--- src/rtl/seq_div_pkg.sv ---
// Shared definitions for the sequential radix-2 restoring divider.
package seq_div_pkg;

    localparam int DEF_WIDTH = 16;
    localparam int DEF_CNT_W = 5;

    typedef enum logic [1:0] {
        IDLE = 2'd0,
        CALC = 2'd1,
        DONE = 2'd2,
        DZ   = 2'd3
    } div_state_t;

    // Quotient reported when the divisor is zero.
    localparam logic [15:0] DZ_QUOTIENT = 16'hFFFF;

    // Two's-complement negate when n is set, pass-through otherwise.
    function automatic logic [15:0] neg_if(input logic n, input logic [15:0] v);
        return n ? 16'(16'd0 - v) : v;
    endfunction

endpackage

--- src/rtl/seq_divider16_cla.sv ---
// 32-bit carry-lookahead adder: 4-bit lookahead groups chained through
// group generate/propagate terms. Used by seq_divider16 as its trial
// subtraction engine.
module carry_lookahead_adder32 (
    input  logic [31:0] a,
    input  logic [31:0] b,
    input  logic        cin,
    output logic [31:0] sum,
    output logic        cout
);

    logic [8:0] cg;

    assign cg[0] = cin;
    assign cout  = cg[8];

    genvar gi;
    generate
        for (gi = 0; gi < 8; gi++) begin : g_grp
            logic [3:0] g;
            logic [3:0] p;
            logic [3:0] c;
            logic       grp_g;
            logic       grp_p;

            assign g = a[4*gi +: 4] & b[4*gi +: 4];
            assign p = a[4*gi +: 4] ^ b[4*gi +: 4];

            assign c[0] = cg[gi];
            assign c[1] = g[0] | (p[0] & c[0]);
            assign c[2] = g[1] | (p[1] & g[0]) | (p[1] & p[0] & c[0]);
            assign c[3] = g[2] | (p[2] & g[1]) | (p[2] & p[1] & g[0])
                        | (p[2] & p[1] & p[0] & c[0]);

            assign grp_g = g[3] | (p[3] & g[2]) | (p[3] & p[2] & g[1])
                         | (p[3] & p[2] & p[1] & g[0]);
            assign grp_p = &p;

            assign cg[gi+1]      = grp_g | (grp_p & cg[gi]);
            assign sum[4*gi +: 4] = p ^ c;
        end
    endgenerate

endmodule

--- src/rtl/seq_divider16.sv ---
// Sequential radix-2 restoring divider, 16-bit unsigned, one quotient bit
// per cycle. Trial subtraction runs through carry_lookahead_adder32.
// Optional macro SIGNED_DIV_EN adds an is_signed input for truncating
// signed division (sign fix-up folded into the final iteration, so the
// latency is the same as the unsigned case).
module seq_divider16
    import seq_div_pkg::*;
#(
    parameter int WIDTH = DEF_WIDTH,
    parameter int CNT_W = DEF_CNT_W
) (
    input  logic             clk,
    input  logic             rst_n,
    input  logic             start,
    input  logic [WIDTH-1:0] dividend,
    input  logic [WIDTH-1:0] divisor,
`ifdef SIGNED_DIV_EN
    input  logic             is_signed,
`endif
    output logic             busy,
    output logic             done,
    output logic [WIDTH-1:0] quotient,
    output logic [WIDTH-1:0] remainder,
    output logic             div_by_zero
);

    div_state_t       state_q, state_d;
    logic [WIDTH-1:0] q_q, q_d;
    logic [WIDTH:0]   r_q, r_d;
    logic [31:0]      neg_div_q, neg_div_d;
    logic [CNT_W-1:0] count_q, count_d;
    logic             busy_q, busy_d;
    logic             done_q, done_d;
    logic [WIDTH-1:0] quotient_q, quotient_d;
    logic [WIDTH-1:0] remainder_q, remainder_d;
    logic             dz_q, dz_d;
    logic             neg_quo_q, neg_quo_d;
    logic             neg_rem_q, neg_rem_d;

    logic [31:0]      t_val;
    logic [31:0]      s_val;
    logic             adder_cout;
    logic             sub_ok;
    logic [WIDTH:0]   r_iter;
    logic [WIDTH-1:0] q_iter;
    logic             dvd_neg, dvs_neg;
    logic [WIDTH-1:0] dvd_mag, dvs_mag;
    logic             unused_bits;

    // Shift the next dividend bit into the partial remainder and try subtracting.
    assign t_val = {{(32-WIDTH-1){1'b0}}, r_q[WIDTH-1:0], q_q[WIDTH-1]};

    carry_lookahead_adder32 u_trial_sub (
        .a    (t_val),
        .b    (neg_div_q),
        .cin  (1'b0),
        .sum  (s_val),
        .cout (adder_cout)
    );

    // Results are exact, so R stays below the divisor: the carry-out, the
    // sum bits above the remainder and R's top bit carry no information.
    assign unused_bits = ^{adder_cout, s_val[30:WIDTH+1], r_q[WIDTH]};

    assign sub_ok = ~s_val[31];
    assign r_iter = sub_ok ? s_val[WIDTH:0] : t_val[WIDTH:0];
    assign q_iter = {q_q[WIDTH-2:0], sub_ok};

    // Operand signs and magnitudes presented to the unsigned core.
    always_comb begin
`ifdef SIGNED_DIV_EN
        dvd_neg = is_signed & dividend[WIDTH-1];
        dvs_neg = is_signed & divisor[WIDTH-1];
`else
        dvd_neg = 1'b0;
        dvs_neg = 1'b0;
`endif
        dvd_mag = neg_if(dvd_neg, dividend);
        dvs_mag = neg_if(dvs_neg, divisor);
    end

    // Next-state and datapath update for the control FSM.
    always_comb begin
        state_d     = state_q;
        q_d         = q_q;
        r_d         = r_q;
        neg_div_d   = neg_div_q;
        count_d     = count_q;
        busy_d      = busy_q;
        done_d      = 1'b0;
        quotient_d  = quotient_q;
        remainder_d = remainder_q;
        dz_d        = dz_q;
        neg_quo_d   = neg_quo_q;
        neg_rem_d   = neg_rem_q;

        case (state_q)
            IDLE: begin
                if (start) begin
                    if (divisor == '0) begin
                        state_d     = DZ;
                        done_d      = 1'b1;
                        quotient_d  = DZ_QUOTIENT;
                        remainder_d = dividend;
                        dz_d        = 1'b1;
                    end else begin
                        state_d   = CALC;
                        busy_d    = 1'b1;
                        q_d       = dvd_mag;
                        r_d       = '0;
                        neg_div_d = 32'd0 - {{(32-WIDTH){1'b0}}, dvs_mag};
                        count_d   = CNT_W'(WIDTH);
                        neg_quo_d = dvd_neg ^ dvs_neg;
                        neg_rem_d = dvd_neg;
                    end
                end
            end
            CALC: begin
                r_d     = r_iter;
                q_d     = q_iter;
                count_d = count_q - CNT_W'(1);
                if (count_q == CNT_W'(1)) begin
                    state_d     = DONE;
                    done_d      = 1'b1;
                    busy_d      = 1'b0;
                    quotient_d  = neg_if(neg_quo_q, q_iter);
                    remainder_d = neg_if(neg_rem_q, r_iter[WIDTH-1:0]);
                    dz_d        = 1'b0;
                end
            end
            DONE:    state_d = IDLE;
            DZ:      state_d = IDLE;
            default: state_d = IDLE;
        endcase
    end

    // State register with synchronous active-low reset.
    always_ff @(posedge clk) begin
        if (!rst_n) begin
            state_q     <= IDLE;
            q_q         <= '0;
            r_q         <= '0;
            neg_div_q   <= '0;
            count_q     <= '0;
            busy_q      <= 1'b0;
            done_q      <= 1'b0;
            quotient_q  <= '0;
            remainder_q <= '0;
            dz_q        <= 1'b0;
            neg_quo_q   <= 1'b0;
            neg_rem_q   <= 1'b0;
        end else begin
            state_q     <= state_d;
            q_q         <= q_d;
            r_q         <= r_d;
            neg_div_q   <= neg_div_d;
            count_q     <= count_d;
            busy_q      <= busy_d;
            done_q      <= done_d;
            quotient_q  <= quotient_d;
            remainder_q <= remainder_d;
            dz_q        <= dz_d;
            neg_quo_q   <= neg_quo_d;
            neg_rem_q   <= neg_rem_d;
        end
    end

    assign busy        = busy_q;
    assign done        = done_q;
    assign quotient    = quotient_q;
    assign remainder   = remainder_q;
    assign div_by_zero = dz_q;

endmodule
--- config.mk ---
export PLATFORM = sky130hd
export DESIGN_NAME = seq_divider16
export DESIGN_NICKNAME = d
export VERILOG_FILES = /design/src/rtl/seq_div_pkg.sv /design/src/rtl/seq_divider16_cla.sv /design/src/rtl/seq_divider16.sv
export SDC_FILE = /design/constraint.sdc
export NUM_CORES = 1
export LEC_CHECK = 0
export CORE_ASPECT_RATIO = 1.1
export CORE_MARGIN = 2
export CORE_UTILIZATION = 60
export CTS_BUF_LIST = sky130_fd_sc_hd__clkbuf_4
export CTS_CLUSTER_DIAMETER = 30
export DETAILED_ROUTE_END_ITERATION = 12
export PLACE_DENSITY = 0.87
export SLEW_MARGIN = 20
export SYNTH_ARGS = -nofsm -noshare
export SYNTH_HDL_FRONTEND = slang
export SYNTH_SLANG_ARGS = --single-unit
--- constraint.sdc ---
create_clock -name clk -period 5.1 [get_ports clk]
set_input_delay 0.51 -clock clk [delete_from_list [all_inputs] [get_ports clk]]
set_output_delay 0.51 -clock clk [all_outputs]
set_load 0.01 [all_outputs]
; Word level (Yosys, flattened, before mapping)
; Cells that the tools add are included.
[word_totals]
regBits = 106
latchBits = 0
ram_bits = 0
romBits = 0
inputBits = 35
out_inout_bits = 35
word_cells = 193
n_memories = 0
[classes]
add_sub_neg = 2
mul = 0
n_div = 0
magnitude_cmp = 0
eq_ne = 8
shifts = 0
muxes = 33
n_bitwise = 125
reduce_logical = 15
[ops]
columns = op, n
row1 = two-way mux 16 bit, 11
row2 = case mux 16 bit (2 select lines), 4
row3 = AND 1 bit, 68
row4 = bitwise OR 1 bit, 40
row5 = XOR 4 bit, 9
row6 = AND reduction 4 bit, 8
row7 = subtractor 1 x 16 -> 17 bit (first input constant), 1
row8 = AND 4 bit, 4
row9 = zero test 16 bit, 1
row10 = two-way mux 5 bit, 2
row11 = case mux 5 bit (2 select lines), 1
row12 = two-way mux 1 bit, 8
row13 = != test 2 bit (second input constant), 4
row14 = two-way mux 2 bit, 3
row15 = case mux 1 bit (2 select lines), 3
row16 = case mux 2 bit (3 select lines), 1
row17 = AND reduction 3 bit, 2
row18 = == test 5 x 1 -> 1 bit (second input constant), 1
row19 = subtractor 5 x 1 -> 5 bit (second input constant), 1
row20 = AND 1 x 4 -> 4 bit, 1
row21 = == test 2 bit (second input constant), 2
row22 = XOR 1 x 4 -> 4 bit, 1
row23 = == test 2 x 1 -> 1 bit (second input constant), 1
row24 = zero test 2 bit, 1
row25 = other kinds (4), 5

; Depth between registers and ports, before layout
; Gate-level depths: netlist of run 1.
[logic_depth]
word_depth = 20
ltp_mapped = 10
depth_no_buf = 10

; By module
; Synthesis of run 1 repeated with hierarchy kept, for this count alone.
[hier_totals]
hier_cells = 632
hier_area_um2 = 5564.1
[modules_own_cells]
columns = module, instances, cells_each, area_per_inst_um2, seq_area_each_um2
row1 = seq_divider16, 1, 465, 4206.5, 1821.7
row2 = carry_lookahead_adder32, 1, 167, 1357.6, 0.0

; Least setup slack after synthesis of run 1
; No wires, ideal clock.
[synth_path]
path_kind = input-to-reg
from = input divisor[0]
to = register remainder_q[0], in the netlist remainder[0]
setup_ps = 140
arrival_time_ps = 2653
t_required_ps = 4960
slack_ps = 2306
path_stages = 9
n_path_buf = 0
path_cell_list = inv_1 -> ha_1 -> or4b_4 -> or4_4 -> nor3b_4 -> o21ai_1 -> or3_1 -> o211ai_1 -> a31oi_1
[synth_between]
elab_chain_cells = 3
[synth_lines]
columns = item, line_no
row1 = "start, declared", seq_divider16.sv:16  ; input logic [WIDTH-1:0] divisor,
row2 = zero test 16 bit, seq_divider16.sv:100  ; if (divisor == '0) begin
row3 = != test 2 bit (no line), -
row4 = AND reduction 4 bit (no line), -
row5 = "end signal, assigned", seq_divider16.sv:161  ; remainder_q <= remainder_d;
row6 = "end, declared", seq_divider16.sv:35  ; logic [WIDTH-1:0] remainder_q, remainder_d;
; Every way passes these cells.
; A chain may end at the register's enable or synchronous reset.

; Worst setup path in the final report of run 1
[layout_path]
from = input divisor[0]
to = register remainder_q[11], in the netlist remainder[11]
; The elaborated chain is that of the path after synthesis.

==> flow_summary.toml, run 1 <==
[synth]
netlist_top_cells_count = "94 x nand2_1, 91 x dfxtp_1, 57 x nor2_1"
synth.most_common_cell = "nand2_1"
synth-edff-count = 0
synth.top_cell.area_share_pct = 39.2
syn_nets = 623
ys.warnings.count = 0
synth_cell_type_count = 54
syn-cell-area_um2 = 4650
ys_ff_latch = 91
synth_top_area_cell = "dfxtp_1"
synth.avg_cell_area_um2 = 8.23
async_flop_share_pct = 0
dominantRegCellSynth = "dfxtp_1"
synthesis.instances = 565
synth_area_leaders = "dfxtp_1 39%, nand2_1 7.6%, ha_1 5.1%, nor2_1 4.6%, a21oi_1 3.9%"
ys_seq_area_share_pct = 39.2

[timing]
finalSetupTns_ps = 0
rsz0062_at_grt = "no"
setup_viol = 0
layout_min_cycle_time_ps = 3620
fin_ws_ps = 1480
slew_viol_final = 0
hold_viol = 0
fmax_ghz = 0.276
fin_crit_sh_pct = 71.0
worstMarginPinSlew_ps = 1020
slew_headroom_pct = 31.8
finClkSkew_ps = 19.6

[clock_network]
postCtsSetupBuffers = 0
hold_buffers = 0
clockBufferDepth = 2
ctsResizeCount = 0
clkSinkCount = 91
numCtsBuffers = 9
root_buffer = "clkbuf_4"
cts_tree = "built"
h-tree-depth = 3
clk_pin_slew_ps = 140
insertion_delay_ps = 440

[finish]
layout.nets = 677
layout-drive-gt1-share_pct = 5.78
diodes = 0
stdcell_count = 728
nFillCells = 577
syn_to_final_growth_pct = 19.0

[setup_path]
crit_chain = "clkdlybuf4s50_1 > inv_1 > ha_1 > or4b_4 > or4_4 > nor3b_4 > o21a_1 > buf_4 > o211ai_1 > a41oi_1"
worst_setup_path_start_kind = "input port"
crit_slowest_cell = "o21a_1"
worstReg2RegStart = "r_q[1]"
slowest_delay_ps = 610
reg2reg_to = "remainder[9]"
crit_fanout = 21
ff2ff_setup_slack_ps = 1840
criticalPathCategory = "input port to flop"
reg2reg_depth = 9
cp.arrival_ps = 3980
required_ps = 5460
crit_path_end_kind = "flop"

[routing]
wl_per_cell_um = 15.3
drt_first_pass_iters = 5
via_per_inst = 5.93
ant_nets = 0
vias = 4316
totalWireLength_mm = 11.1
drc = 0
drt_iter0_drc = 257

[pwr]
sw_frac_of_total_pct = 30.8
irDropWorstVdd_v = 0.000156
comb_power_share_pct = 21.5
seqPwrFrac_pct = 52.6
p_clk_share_pct = 25.8
cell_internal_pwr_mw = 1.06
p_switching_uw = 470
power.density_nw_per_um2 = 276
leakage_nw = 2.12

[grt]
overflow = 0
grt_pass1_wl_mm = 18.0
grt_pass1_vias = 4000
grt_usage_pct = 27.0
antenna_found_initial = 0
grt_max_degree = 58

[min_path]
hold-path-endpoint = "neg_div_q[3]"
hp-start = "neg_div_q[3]"
hold_depth = 2
min_path_type = "flop to flop"

[placed_design]
dp_hpwl_mm = 8.11
dpl_worst_slack_ps = 1050
routabilityCongestion = 0.869
dp.cells = 713
io_buffers = 69

[floorplan]
num_rows = 33
start_util_pct = 62.2
die_w_um = 88.0
dieHeight_um = 96.4
pin_count = 70
fp.dieArea_um2 = 8470
core_area_um2 = 7470

[flow_run]
maxCapViolCount = 0

[status]
outcome = "complete, no violations"
## state kept, by name, summed over array words and instances (netlist names)
| name | count |
|---|---|
| q_q | 16 |
| done | 1 |
| div_by_zero | 1 |
| quotient | 16 |
| count_q | 5 |
| remainder | 16 |
| neg_div_q | 17 |
| busy | 1 |
| r_q | 16 |
| state_q | 2 |
## per-stage QoR
| stage | hold WS (ps) | area, µm² | total power [mW] | utilization (%) |
|---|---|---|---|---|
| floorplan | 433 | 4650 | 1.02 | - |
| global placement | 446 | 5400 | 1.13 | 72.3 |
| detailed placement | 450 | 5400 | 1.14 | 72.3 |
| CTS | 467 | 5530 | 1.53 | 74.0 |
| global route | 496 | 5530 | 1.60 | 74.0 |
| finish | 467 | 5530 | 1.53 | 74.0 |
## power groups by stage
| stage | combinational [mW] | clock, mW | sequential (mW) |
|---|---|---|---|
| after floorplan | 0.201 | 0 | 0.818 |
| after global placement | 0.314 | 0 | 0.817 |
| after detailed placement | 0.325 | 0 | 0.819 |
| after CTS | 0.327 | 0.400 | 0.803 |
| after global routing | 0.361 | 0.430 | 0.811 |
| final | 0.329 | 0.395 | 0.804 |
## how the worst max path moves through the flow
stage | startpoint | end | slack [ps] | cells past startpoint
3_5_place_dp | divisor[0] | remainder[11] | 1050 | 10
6_report | divisor[0] | remainder[11] | 1480 | 10
4_1_cts | divisor[0] | remainder[11] | 1470 | 10
2_1_floorplan | divisor[0] | remainder[0] | 2310 | 9
3_3_place_gp | divisor[0] | remainder[11] | 1170 | 10
5_1_grt | divisor[0] | remainder[11] | 1250 | 10
## routing by layer
metal  track usage, %  wire length, µm  vias up
met2             48.7             5630      152
met5                0                0        -
met3             5.23              716       19
met4             8.46              195        0
met1             32.0             4580     2030
li1                 -                -     2115
## final cells by class
class | instances | area (µm²) | area share [%]
Multi-Input combinational cell | 431 | 2660 | 48.0
Inverter | 8 | 30.0 | 0.543
Tap cell | 105 | 131 | 2.37
Timing Repair Buffer | 78 | 758 | 13.7
Clock inverter | 6 | 66.3 | 1.20
Clock buffer | 9 | 67.6 | 1.22
Sequential cell | 91 | 1820 | 32.9
## cell usage in the layout, fill, tap and decap left out, types with 10 or more instances in the layout
cell type | synthesis | layout
xnor2_1 | 10 | 10
o21ai_0 | 15 | 15
o21ai_1 | 11 | 10
a21oi_1 | 36 | 36
a311oi_1 | 12 | 12
nand3_1 | 19 | 19
nor3_1 | 25 | 25
dfxtp_1 | 91 | 91
xor2_1 | 11 | 11
nor2_1 | 57 | 57
clkdlybuf4s50_1 | 0 | 69
mux2i_1 | 12 | 12
nor3b_1 | 16 | 16
nand2_1 | 94 | 94
ha_1 | 19 | 19
## logic make-up after synthesis
group | synth area share [%]
adders and majority gates | 6.83
and+or+nand+nor | 24.8
AOI/OAI and AO/OA | 18.4
DFF | 39.2
muxes | 3.07
buffers and inverters | 3.82
xor gates and xnor gates | 3.95
## worst max-delay path: cells and delay by family
family,cells,cell delay [ps]
compound gates,3,920
buf+inv,3,890
simple gates,3,1450
fa+ha+maj,1,200
No activity file was read; power rests on OpenSTA's default activity.
==> run 2: changes to the inputs <==
Settings changed: CORE_UTILIZATION 60 to 51, PLACE_DENSITY 0.87 to 0.79.
Clock period 5.1 ns to 3.3 ns, I/O delays scaled along.
==> run 2 against run 1 <==
  * Worst setup slack worse by 1000 ps
  * Sequential power rose by 55%
  * Largest power group unchanged
  * Critical path type is now flop to flop
  * Highest routed layer unchanged
  * Critical path depth is the same
  * Cell area increased by 1.9%
  * Hold slack gained 2.7 ps
  * Largest cell class unchanged
  * Routed wire length rose by 0.67%
  * Combinational power grew 58%
  * Register-to-register slack got worse by 1400 ps
  * Critical endpoint is now remainder[13]
==> flow_summary.toml, run 2 (synthesis results as in run 1) <==
[status]
outcome = "complete, no violations"

[pwr]
design_power_total_mw = 2.41
power.density_nw_per_um2 = 428
irDropWorstVdd_v = 0.000183
leakage_nw = 2.18

[clock_network]
postCtsSetupBuffers = 0
ctsResizeCount = 0
hold_buffers = 0
root_buffer = "clkbuf_4"
numCtsBuffers = 9
cts_tree = "built"
clockBufferDepth = 2
clkSinkCount = 91
insertion_delay_ps = 450
h-tree-depth = 3
clk_pin_slew_ps = 150

[grt]
antenna_found_initial = 0
grt_max_degree = 57
grt_pass1_vias = 4062
grt_pass1_wl_mm = 18.6
overflow = 0
grt_usage_pct = 23.4

[setup_path]
reg2reg_to = "remainder[13]"
worstReg2RegStart = "r_q[4]"
crit_path_end_kind = "flop"
required_ps = 3660
ff2ff_setup_slack_ps = 450
criticalPathCategory = "flop to flop"
crit_fanout = 4
cp.arrival_ps = 3210
reg2reg_depth = 10
worst_setup_path_start_kind = "flop"
crit_start = "r_q[4]"
cp-endpoint = "remainder[13]"

[finish]
regMostFlops = "neg_div_q"
final_area_um2 = 5640
largest_reg_flops = 17
final_cell_mix = "94 x nand2_1, 91 x dfxtp_1, 69 x clkdlybuf4s50_1, 57 x nor2_1, 36 x a21oi_1"
layout_commonest_cell = "nand2_1"
fin_util_pct = 63.5
syn_to_final_growth_pct = 21.2
layout.nets = 684
layout-drive-gt1-share_pct = 7.13
diodes = 0
stdcell_count = 745

[timing]
setup_viol = 0
hold-worst-slack_ps = 470
hold_viol = 0
slew_headroom_pct = 46.4
finalSetupTns_ps = 0
fin_crit_sh_pct = 86.3
worstMarginPinSlew_ps = 792
rsz0062_at_grt = "no"
fmax_ghz = 0.351
layout_min_cycle_time_ps = 2850
finClkSkew_ps = 12.9
slew_viol_final = 0
fin_ws_ps = 453

[routing]
vias = 4281
totalWireLength_mm = 11.2
wl_per_cell_um = 15.0
drt_iter0_drc = 283
drc = 0
drt_first_pass_iters = 4
via_per_inst = 5.75
ant_nets = 0

[floorplan]
dieHeight_um = 104
pin_count = 70
core_area_um2 = 8870
num_rows = 36
fp.dieArea_um2 = 9900
die_w_um = 95.1
start_util_pct = 52.4

[placed_design]
routabilityCongestion = 0.856
dpl_cell_area_um2 = 5490
io_buffers = 69
dp.cells = 729
dp_hpwl_mm = 8.26
dpl_worst_slack_ps = 28.6

[min_path]
min_path_type = "flop to flop"
hp-start = "neg_div_q[6]"

[flow_run]
maxCapViolCount = 0
## run 2: changes by cell type in the layout (fill, tap and decap cells not counted)
cell and change:
clkinv_1 -1, buf_12 +2, clkbuf_4 +1, clkinvlp_4 -1, inv_6 +1, clkinv_4 +1
buf_4 +5
## run 2: cell type report
| class | instances | area [µm²] |
|---|---|---|
| clock inverters | 6 | 72.6 |
| multi-input cells | 431 | 2660 |
| repair buffers | 85 | 836 |
| flip-flops and latches | 91 | 1820 |
| clock buffers | 10 | 75.1 |
| inverters | 8 | 30.0 |
| fillers | 754 | 3240 |
| well taps | 114 | 143 |
## run 2: critical path, stage by stage (launching register included)
cell and delay, ps:
dfxtp_1 360, ha_1 350, a21oi_1 240, and3_1 210
a21oi_1 150, or2_2 350, fa_1 390, xor2_1 170
mux2i_1 320, o21a_1 160, a21oi_1 60
## run 2: per-layer routing
metal / GRT usage [%] / vias up / wire [µm]
met5: 0 / - / 0
met4: 10.0 / 0 / 348
met3: 3.84 / 23 / 557
met2: 38.1 / 125 / 5390
met1: 30.3 / 2003 / 4900
li1: - / 2130 / -
## run 2: worst min path at each step
stage                          endpoint  slack (ps)  depth (start not counted)
after floorplan           neg_div_q[30]         430                          2
after global placement    neg_div_q[13]         450                          2
after detailed placement   neg_div_q[7]         450                          2
after CTS                 remainder[14]         460                          3
after global routing      remainder[14]         480                          3
final                      neg_div_q[6]         470                          2
## run 2: where the power goes
part | internal [mW] | switching (mW)
registers | 1.18 | 0.0648
clock network | 0.248 | 0.400
logic | 0.237 | 0.282
total | 1.67 | 0.747
==> run 3: changes to the inputs <==
Settings changed: CTS_CLUSTER_SIZE from default to 30.
==> results of run 3 <==
The final DEF is identical to that of run 2; final timing and power are the same.
